**src/rtl/twofish_dec_subkey_seq.sv**
```systemverilog
// Twofish decryption subkey sequencer: builds the 40-word subkey table from an
// external pipelined H function, then streams it out in decryption order.
module twofish_dec_subkey_seq #(
  parameter int HF_LATENCY = 2
) (
  input  logic        clk,
  input  logic        rst,
  input  logic        key_load,
  output logic [5:0]  hf_index,
  input  logic [31:0] hf_k0,
  input  logic [31:0] hf_k1,
  output logic        busy,
  output logic        ready,
  input  logic        dec_start,
  output logic [31:0] sk_data,
  output logic        sk_valid,
  input  logic        sk_ready,
  output logic        sk_last
);

  typedef enum logic [1:0] {S_IDLE, S_BUILD, S_READY, S_STREAM} state_t;

  state_t      state_q, state_d;
  logic [4:0]  hf_index_q, hf_index_d;
  logic        issue_q, issue_d;
  logic        cap_done_q, cap_done_d;
  logic [HF_LATENCY-1:0] dl_vld_q, dl_vld_d;
  logic [4:0]  dl_idx_q [HF_LATENCY];
  logic [4:0]  dl_idx_d [HF_LATENCY];
  logic [5:0]  pos_q, pos_d;
  logic [31:0] sk_data_q, sk_data_d;
  logic        sk_valid_q, sk_valid_d;
  logic        sk_last_q, sk_last_d;
  logic        cap_en;
  logic [4:0]  cap_pair;
  logic [31:0] sk_table [40];

  // Stream position -> table address: K4..K7, pairs 19 down to 4, then K0..K3.
  function automatic logic [5:0] stream_addr(input logic [5:0] p);
    logic [5:0] q;
    q = p - 6'd4;
    if (p < 6'd4)       return p + 6'd4;
    else if (p < 6'd36) return 6'd38 - {q[5:1], 1'b0} + {5'd0, q[0]};
    else                return p - 6'd36;
  endfunction

  always_comb begin
    state_d    = state_q;
    hf_index_d = hf_index_q;
    issue_d    = issue_q;
    cap_done_d = cap_done_q;
    pos_d      = pos_q;
    sk_data_d  = sk_data_q;
    sk_valid_d = sk_valid_q;
    sk_last_d  = sk_last_q;

    dl_vld_d[0] = (state_q == S_BUILD) && issue_q;
    dl_idx_d[0] = hf_index_q;
    for (int k = 1; k < HF_LATENCY; k++) begin
      dl_vld_d[k] = dl_vld_q[k-1];
      dl_idx_d[k] = dl_idx_q[k-1];
    end

    cap_en   = dl_vld_q[HF_LATENCY-1] && (state_q == S_BUILD) && !key_load;
    cap_pair = dl_idx_q[HF_LATENCY-1];
    if (cap_en && cap_pair == 5'd19) cap_done_d = 1'b1;

    case (state_q)
      S_BUILD: begin
        if (issue_q) begin
          if (hf_index_q == 5'd19) issue_d = 1'b0;
          else                     hf_index_d = hf_index_q + 5'd1;
        end
        if (cap_done_q) state_d = S_READY;
      end
      S_READY: begin
        if (dec_start) begin
          state_d    = S_STREAM;
          sk_data_d  = sk_table[stream_addr(6'd0)];
          sk_valid_d = 1'b1;
          sk_last_d  = 1'b0;
          pos_d      = 6'd1;
        end
      end
      S_STREAM: begin
        if (sk_valid_q && sk_ready) begin
          if (sk_last_q) begin
            sk_valid_d = 1'b0;
            sk_last_d  = 1'b0;
            state_d    = S_READY;
          end else begin
            sk_data_d = sk_table[stream_addr(pos_q)];
            sk_last_d = (pos_q == 6'd39);
            pos_d     = pos_q + 6'd1;
          end
        end
      end
      default: ;
    endcase

    // A new key always wins: restart the build and drop any stream or capture.
    if (key_load) begin
      state_d    = S_BUILD;
      hf_index_d = 5'd0;
      issue_d    = 1'b1;
      cap_done_d = 1'b0;
      dl_vld_d   = '0;
      sk_valid_d = 1'b0;
      sk_last_d  = 1'b0;
    end
  end

  always_ff @(posedge clk) begin
    if (rst) begin
      state_q    <= S_IDLE;
      hf_index_q <= 5'd0;
      issue_q    <= 1'b0;
      cap_done_q <= 1'b0;
      dl_vld_q   <= '0;
      for (int k = 0; k < HF_LATENCY; k++) dl_idx_q[k] <= 5'd0;
      pos_q      <= 6'd0;
      sk_data_q  <= 32'd0;
      sk_valid_q <= 1'b0;
      sk_last_q  <= 1'b0;
    end else begin
      state_q    <= state_d;
      hf_index_q <= hf_index_d;
      issue_q    <= issue_d;
      cap_done_q <= cap_done_d;
      dl_vld_q   <= dl_vld_d;
      for (int k = 0; k < HF_LATENCY; k++) dl_idx_q[k] <= dl_idx_d[k];
      pos_q      <= pos_d;
      sk_data_q  <= sk_data_d;
      sk_valid_q <= sk_valid_d;
      sk_last_q  <= sk_last_d;
    end
  end

  // Table contents need no reset; validity is tracked by the state machine.
  always_ff @(posedge clk) begin
    if (!rst && cap_en) begin
      sk_table[{1'b0, cap_pair} << 1]          <= hf_k0;
      sk_table[({1'b0, cap_pair} << 1) | 6'd1] <= hf_k1;
    end
  end

  assign hf_index = {1'b0, hf_index_q};
  assign busy     = (state_q == S_BUILD);
  assign ready    = (state_q == S_READY);
  assign sk_data  = sk_data_q;
  assign sk_valid = sk_valid_q;
  assign sk_last  = sk_last_q;

endmodule
```
**config.mk**
```make
export PLATFORM = sky130hd
export DESIGN_NAME = twofish_dec_subkey_seq
export DESIGN_NICKNAME = d
export VERILOG_FILES = /design/src/rtl/twofish_dec_subkey_seq.sv
export SDC_FILE = /design/constraint.sdc
export NUM_CORES = 1
export LEC_CHECK = 0
export CORE_ASPECT_RATIO = 0.7
export CORE_MARGIN = 3
export CORE_UTILIZATION = 60
export DETAILED_ROUTE_END_ITERATION = 12
export GPL_TIMING_DRIVEN = 0
export PLACE_DENSITY = 0.77
export SLEW_MARGIN = 20
export SYNTH_ARGS = -nofsm -noshare
export SYNTH_HDL_FRONTEND = slang
export SYNTH_SLANG_ARGS = --single-unit
```
**constraint.sdc**
```tcl
create_clock -name clk -period 21 [get_ports clk]
set_input_delay 6.3 -clock clk [delete_from_list [all_inputs] [get_ports clk]]
set_output_delay 6.3 -clock clk [all_outputs]
set_load 0.005 [all_outputs]
```
Word-level counts from Yosys, hierarchy flattened

Memory sizes are Yosys's and may differ from the RTL's.
Index checks and enable logic that the tools add are counted.
Widths: inputs -> output; s select.

Register bits: 51
Bits in writable memories: 1290
Bits of input ports: 69
Output and inout bits: 42
Word-level logic and storage cells: 96
Memories kept: 2

Memory list:

| memory   | depth | bits a word | rd ports | clocked after memory_dff | wr ports | line | RTL |
|---|---|---|---|---|---|---|---|
| sk_table | 40    | 32          | 2        | 0                        | 2        | 36   | `logic [31:0] sk_table [40];` |
| dl_idx_q | 2     | 5           | 2        | 0                        | 2        | 28   | `logic [4:0] dl_idx_q [HF_LATENCY];` |

Add/sub/neg operators: 7
Order comparisons: 2
Equality and inequality tests: 15
Muxes and demuxes: 38
Bitwise operators: 3
Reduce and logical (&&, ||, !) cells: 19

Operators with widths:

| cell                | number |
|---|---|
| $mux 32             | 3 |
| $pmux 32 s2         | 1 |
| $mux 6              | 8 |
| $mux 1              | 16 |
| $pmux 6 s2          | 1 |
| $eq 5x5->1 const B  | 2 |
| $mux 5              | 2 |
| $reduce_and 5->1    | 2 |
| $mux 2              | 4 |
| $reduce_and 4->1    | 2 |
| $add 6x1->6         | 1 |
| $add 6x1->6 const B | 1 |
| $add 6x3->6 const B | 1 |
| $eq 6x6->1 const B  | 1 |
| $logic_and 1x1->1   | 6 |
| $lt 6x3->1 const B  | 1 |
| $lt 6x6->1 const B  | 1 |
| $ne 2x2->1 const B  | 3 |
| $ne 3x2->1 const B  | 2 |
| $ne 3x3->1 const B  | 2 |
| $pmux 2 s3          | 1 |
| $reduce_and 3->1    | 2 |
| $sub 6x3->6 const B | 1 |
| $sub 6x6->6 const A | 1 |
| 13 further kinds    | 19 |

Longest topological paths before layout

Gate-level depths: netlist (run 1).
An unclocked memory read counts as a cell.

Word-level depth: 12
Depth in mapped cells: 14
Mapped depth without buffers: 10

Worst setup path after synthesis (run 1)

Ideal clock, no wire load.

Path kind: in2reg
From: input rst
To: memory sk_table[16][0], enable pin
Setup time: 0.564 ns
Arrival time: 11.572 ns
Setup slack: 8.863 ns
Cell stages on the path: 5
Path buffers: 1
Cells stage by stage: clkbuf_1 > or2_2 > nor3_1 > nand3b_1 > nor3_1

RTL lines:

| what        | line | RTL |
|---|---|---|
| from (decl) | 7    | `input logic rst,` |
| to (decl)   | 36   |  |

==> impl_metrics.py, run 1 <==
metrics = {
    "run_status": {
        "run_status": "finished clean",
    },
    "synthesis": {
        "synth_compound_area_share_pct": 5.58,
        "ys.warnings.count": 0,
        "area_share_of_xor_xnor_cells_in_the_synthesized_design_pct": 0.518,
        "share_of_synthesized_flip_flops_with_an_asynchronous_set_or_reset_pct": 0,
        "synth_top_area_share_pct": 73.4,
        "netlist_instances": 3185,
        "synth_ff_type": "sky130_fd_sc_hd__edfxtp_1",
        "synth_seq_cells": 1341,
        "synth_simple_gate_area_share_pct": 7.97,
        "register_area_share_after_synthesis_pct": 75.7,
        "main_combinational_cell_family_by_area_after_synthesis": "multiplexers",
        "synthDistinctLibCells": 64,
        "synth.area.top_cells": "sky130_fd_sc_hd__edfxtp_1 73%, sky130_fd_sc_hd__mux4_2 7.2%, sky130_fd_sc_hd__nand2_1 3.6%",
        "synth_top_area_cell": "sky130_fd_sc_hd__edfxtp_1",
        "synth-adder-area-share_pct": 0.119,
        "number_of_synthesized_flops_with_an_enable_pin": 1280,
        "synthesis.area_um2": 52400,
        "average_size_of_a_mapped_cell_um2": 16.5,
        "synthesis.nets": 3259,
        "synth.area.mux_share_pct": 8.14,
    },
    "global_route": {
        "grt_first_pass_wirelength_um": 220000,
        "grt.total_usage_pct": 33.9,
        "first_global_vias": 31826,
        "grt_start_max_net_pins": 25,
        "antenna_found_initial": 7,
        "globalRoute.totalOverflow": 0,
    },
    "timing": {
        "finalWorstPathRequiredPeriod_ns": 9.63,
        "worst_pin_slew_ns": 1.37,
        "max_freq_ghz": 0.104,
        "finalSetupTns_ns": 0,
        "period_share_pct": 45.8,
        "finalSetupViolCount": 0,
        "final-max-slew-violation-count": 0,
        "report.final.hold_viol_count": 0,
        "grt_setup_unrepaired": "no",
        "holdWs_ns": 0.429,
        "worst_clock_skew_ns": 0.0338,
        "headroom_to_the_max_slew_limit_pct": 8.01,
    },
    "floorplan": {
        "die_h_um": 253,
        "pin_count": 111,
        "initial_core_util_pct": 60.7,
        "core_area_um2": 86400,
        "floorplan.die_area_um2": 91000,
        "chipWidth_um": 359,
        "placementRows": 90,
    },
    "clocking": {
        "post_cts_resized": 0,
        "cts_max_path_bufs": 3,
        "ctsRootBufferMaster": "sky130_fd_sc_hd__clkbuf_16",
        "cts_setup_buffers": 0,
        "htreeDepth": 3,
        "cts_sinks": 1341,
        "cts_hold_buffers": 0,
        "clock_insertion_delay_worst_skew_ns": 0.71,
        "total_clock_buffers_created_by_cts": 119,
        "cts_tree": "yes",
        "worst_setup_hold_path_clk_slew_ns": 0.07,
    },
    "drt": {
        "vias_per_cell": 6.92,
        "post_drt_wl_per_cell_um": 32.5,
        "detail_route.wirelength_um": 155000,
        "postRouteAntennaNets": 0,
        "drt_drc_violations_left": 0,
        "routed-via-count": 32963,
        "drtIter0Drc": 6442,
        "dr.pass1.iters": 8,
    },
    "worst_setup_path": {
        "r2r.worst_path.cells": 12,
        "reg2reg_from": "pos_q[2]$_SDFFE_PP0P_",
        "critical_path_arrival_ns": 10.03,
        "crit_required_ns": 21.41,
        "timing.critical_path.fanout_max": 8,
        "worst_setup_path_start_kind": "input pin",
        "worstSetupEndpointType": "flip-flop",
        "rrSetupSlack_ns": 16.65,
        "critPathKind": "in2reg",
        "worst_r2r_endpoint": "sk_data[30]$_SDFFE_PP0P_",
    },
    "final_layout": {
        "final.fill_count": 5155,
        "most_frequent_standard_cell_in_the_layout_excluding_fill_and_tap_cells": "sky130_fd_sc_hd__edfxtp_1",
        "drive_gt1_share_pct": 16.4,
        "sequential_cell_area_um2": 39700,
        "multi_input_comb_area_um2": 11900,
        "nets": 3576,
        "layout-area-overhead-vs-synth_pct": 15.0,
        "layout_common_cells": "1,280 x sky130_fd_sc_hd__edfxtp_1, 497 x sky130_fd_sc_hd__nand2_1, 171 x sky130_fd_sc_hd__nand3_1",
    },
    "power_and_ir_drop": {
        "power_mw": 5.15,
        "power.density_cell_area_nw_per_um2": 85.5,
        "vdd_drop_max_uv": 86.0,
        "power.static_leakage_nw": 19.2,
    },
    "hold_path": {
        "hp-class": "reg2reg",
        "worst_hold_endpoint": "dl_vld_q[1]$_SDFF_PP0_",
        "hold_path.startpoint": "dl_vld_q[0]$_SDFF_PP0_",
        "worst_hold_path.num_cells": 2,
    },
    "placement": {
        "io_buffers": 108,
        "gpl.final_weighted_congestion": 0.941,
        "dpl.hpwl_um": 104000,
    },
    "run": {
        "number_of_maximum_capacitance_violations": 0,
    },
}
-- sequential cells by signal, summed over array words and instances (netlist names) --
| signal | count |
|---|---|
| sk_valid | 1 |
| dl_vld_q | 2 |
| pos_q | 6 |
| sk_table | 1280 |
| dl_idx_q | 10 |
| sk_data | 32 |
| cap_done_q | 1 |
| sk_last | 1 |
| hf_index_q | 5 |
| issue_q | 1 |
| state_q | 2 |
-- per-stage QoR --
step           std cells  cell area (µm²)  worst slack [ns]  util [%]
2_1_floorplan       3185            52400              8.86         -
3_3_place_gp        4443            54900              3.01      63.6
3_5_place_dp        4531            56400             10.73      65.3
4_1_cts             4755            60300             11.42      69.8
5_1_grt             4757            60300             11.19      69.8
6_report            4762            60300             11.37      69.8
-- synth_stat cells (26+ instances only) --
cell,n
sky130_fd_sc_hd__clkbuf_1,70
sky130_fd_sc_hd__dfxtp_1,61
sky130_fd_sc_hd__o21a_1,26
sky130_fd_sc_hd__a211oi_1,36
sky130_fd_sc_hd__nor4_1,26
sky130_fd_sc_hd__o22ai_1,28
sky130_fd_sc_hd__mux4_2,167
sky130_fd_sc_hd__a31oi_1,44
sky130_fd_sc_hd__nor2b_1,45
sky130_fd_sc_hd__mux2i_1,47
sky130_fd_sc_hd__nor2_1,155
sky130_fd_sc_hd__nand2_1,497
sky130_fd_sc_hd__a21oi_1,69
sky130_fd_sc_hd__o21ai_0,57
sky130_fd_sc_hd__buf_2,83
sky130_fd_sc_hd__a221oi_1,35
sky130_fd_sc_hd__edfxtp_1,1280
sky130_fd_sc_hd__a311oi_1,32
sky130_fd_sc_hd__nand3_1,171
-- worst max-delay path, stage by stage --
cell                              delay, ns
sky130_fd_sc_hd__clkdlybuf4s50_1       0.55
sky130_fd_sc_hd__or2_2                 0.40
sky130_fd_sc_hd__nor3_1                0.45
sky130_fd_sc_hd__nand3_1               0.42
sky130_fd_sc_hd__nor3_2                0.71
sky130_fd_sc_hd__buf_4                 0.33
sky130_fd_sc_hd__buf_4                 0.23
sky130_fd_sc_hd__buf_4                 0.21
sky130_fd_sc_hd__buf_4                 0.21
sky130_fd_sc_hd__buf_4                 0.19
-- power by group --
part,total (mW),leakage (nW),internal (mW),switching [mW]
Clock,2.17,1.89,1.21,0.960
Sequential,2.93,12.0,2.93,0.000548
Combinational,0.0574,5.30,0.0128,0.0446
Total,5.15,19.2,4.15,1.01
-- worst max-delay path by stage --
stage | startpoint | to | slack (ns) | depth (start not counted)
after floorplan | rst | sk_table[16][0]$_DFFE_PP_ | 8.86 | 5
after global placement | key_load | sk_table[17][26]$_DFFE_PP_ | 3.01 | 5
after detailed placement | key_load | sk_table[25][1]$_DFFE_PP_ | 10.73 | 10
after CTS | key_load | sk_table[24][0]$_DFFE_PP_ | 11.42 | 10
after global routing | key_load | sk_table[24][0]$_DFFE_PP_ | 11.19 | 10
final | key_load | sk_table[24][0]$_DFFE_PP_ | 11.37 | 10
-- logic make-up after synthesis --
logic type	Yosys count
compound gates	420
other cells	1
buf+inv	219
simple gates	960
mux	217
flops	1341
fa+ha+maj	5
xor+xnor	22
-- cell type report --
class / instances / area share [%]
Antenna cell: 7 / 0.0291
Inverter: 21 / 0.131
Buffer: 198 / 1.62
Clock buffer: 161 / 5.44
Clock inverter: 63 / 1.00
Timing Repair Buffer: 196 / 3.95
Sequential cell: 1341 / 65.8
Tap cell: 1150 / 2.39
Multi-Input combinational cell: 1625 / 19.7
-- layer usage --
metal  share of wire [%]  vias to the layer above  GRT usage, %
met5              0.0058                        -             0
li1                    -                    13092             -
met4                 4.3                        2          13.3
met2                  41                     3088          46.6
met1                  36                    16331          48.8
met3                  18                      450          13.8
Note: power is estimated with default switching activity, not from simulation.
==> inputs of run 2 (changes only) <==
==> constraint.sdc (replaced) <==
create_clock -name clk -period 9 [get_ports clk]
set_input_delay 2.7 -clock clk [delete_from_list [all_inputs] [get_ports clk]]
set_output_delay 2.7 -clock clk [all_outputs]
set_load 0.005 [all_outputs]
==> results of run 2 <==
Same layout as run 1 (identical final DEF). Status: finished clean.
Main changes from that run: setup slack after placement 10.73 ns -> 2.33 ns; setup slack after layout 11.37 ns -> 2.97 ns; register-to-register setup slack 16.65 ns -> 4.65 ns; total power 5.15 mW -> 12.0 mW; worst IR drop on VDD 86.0 µV -> 201 µV
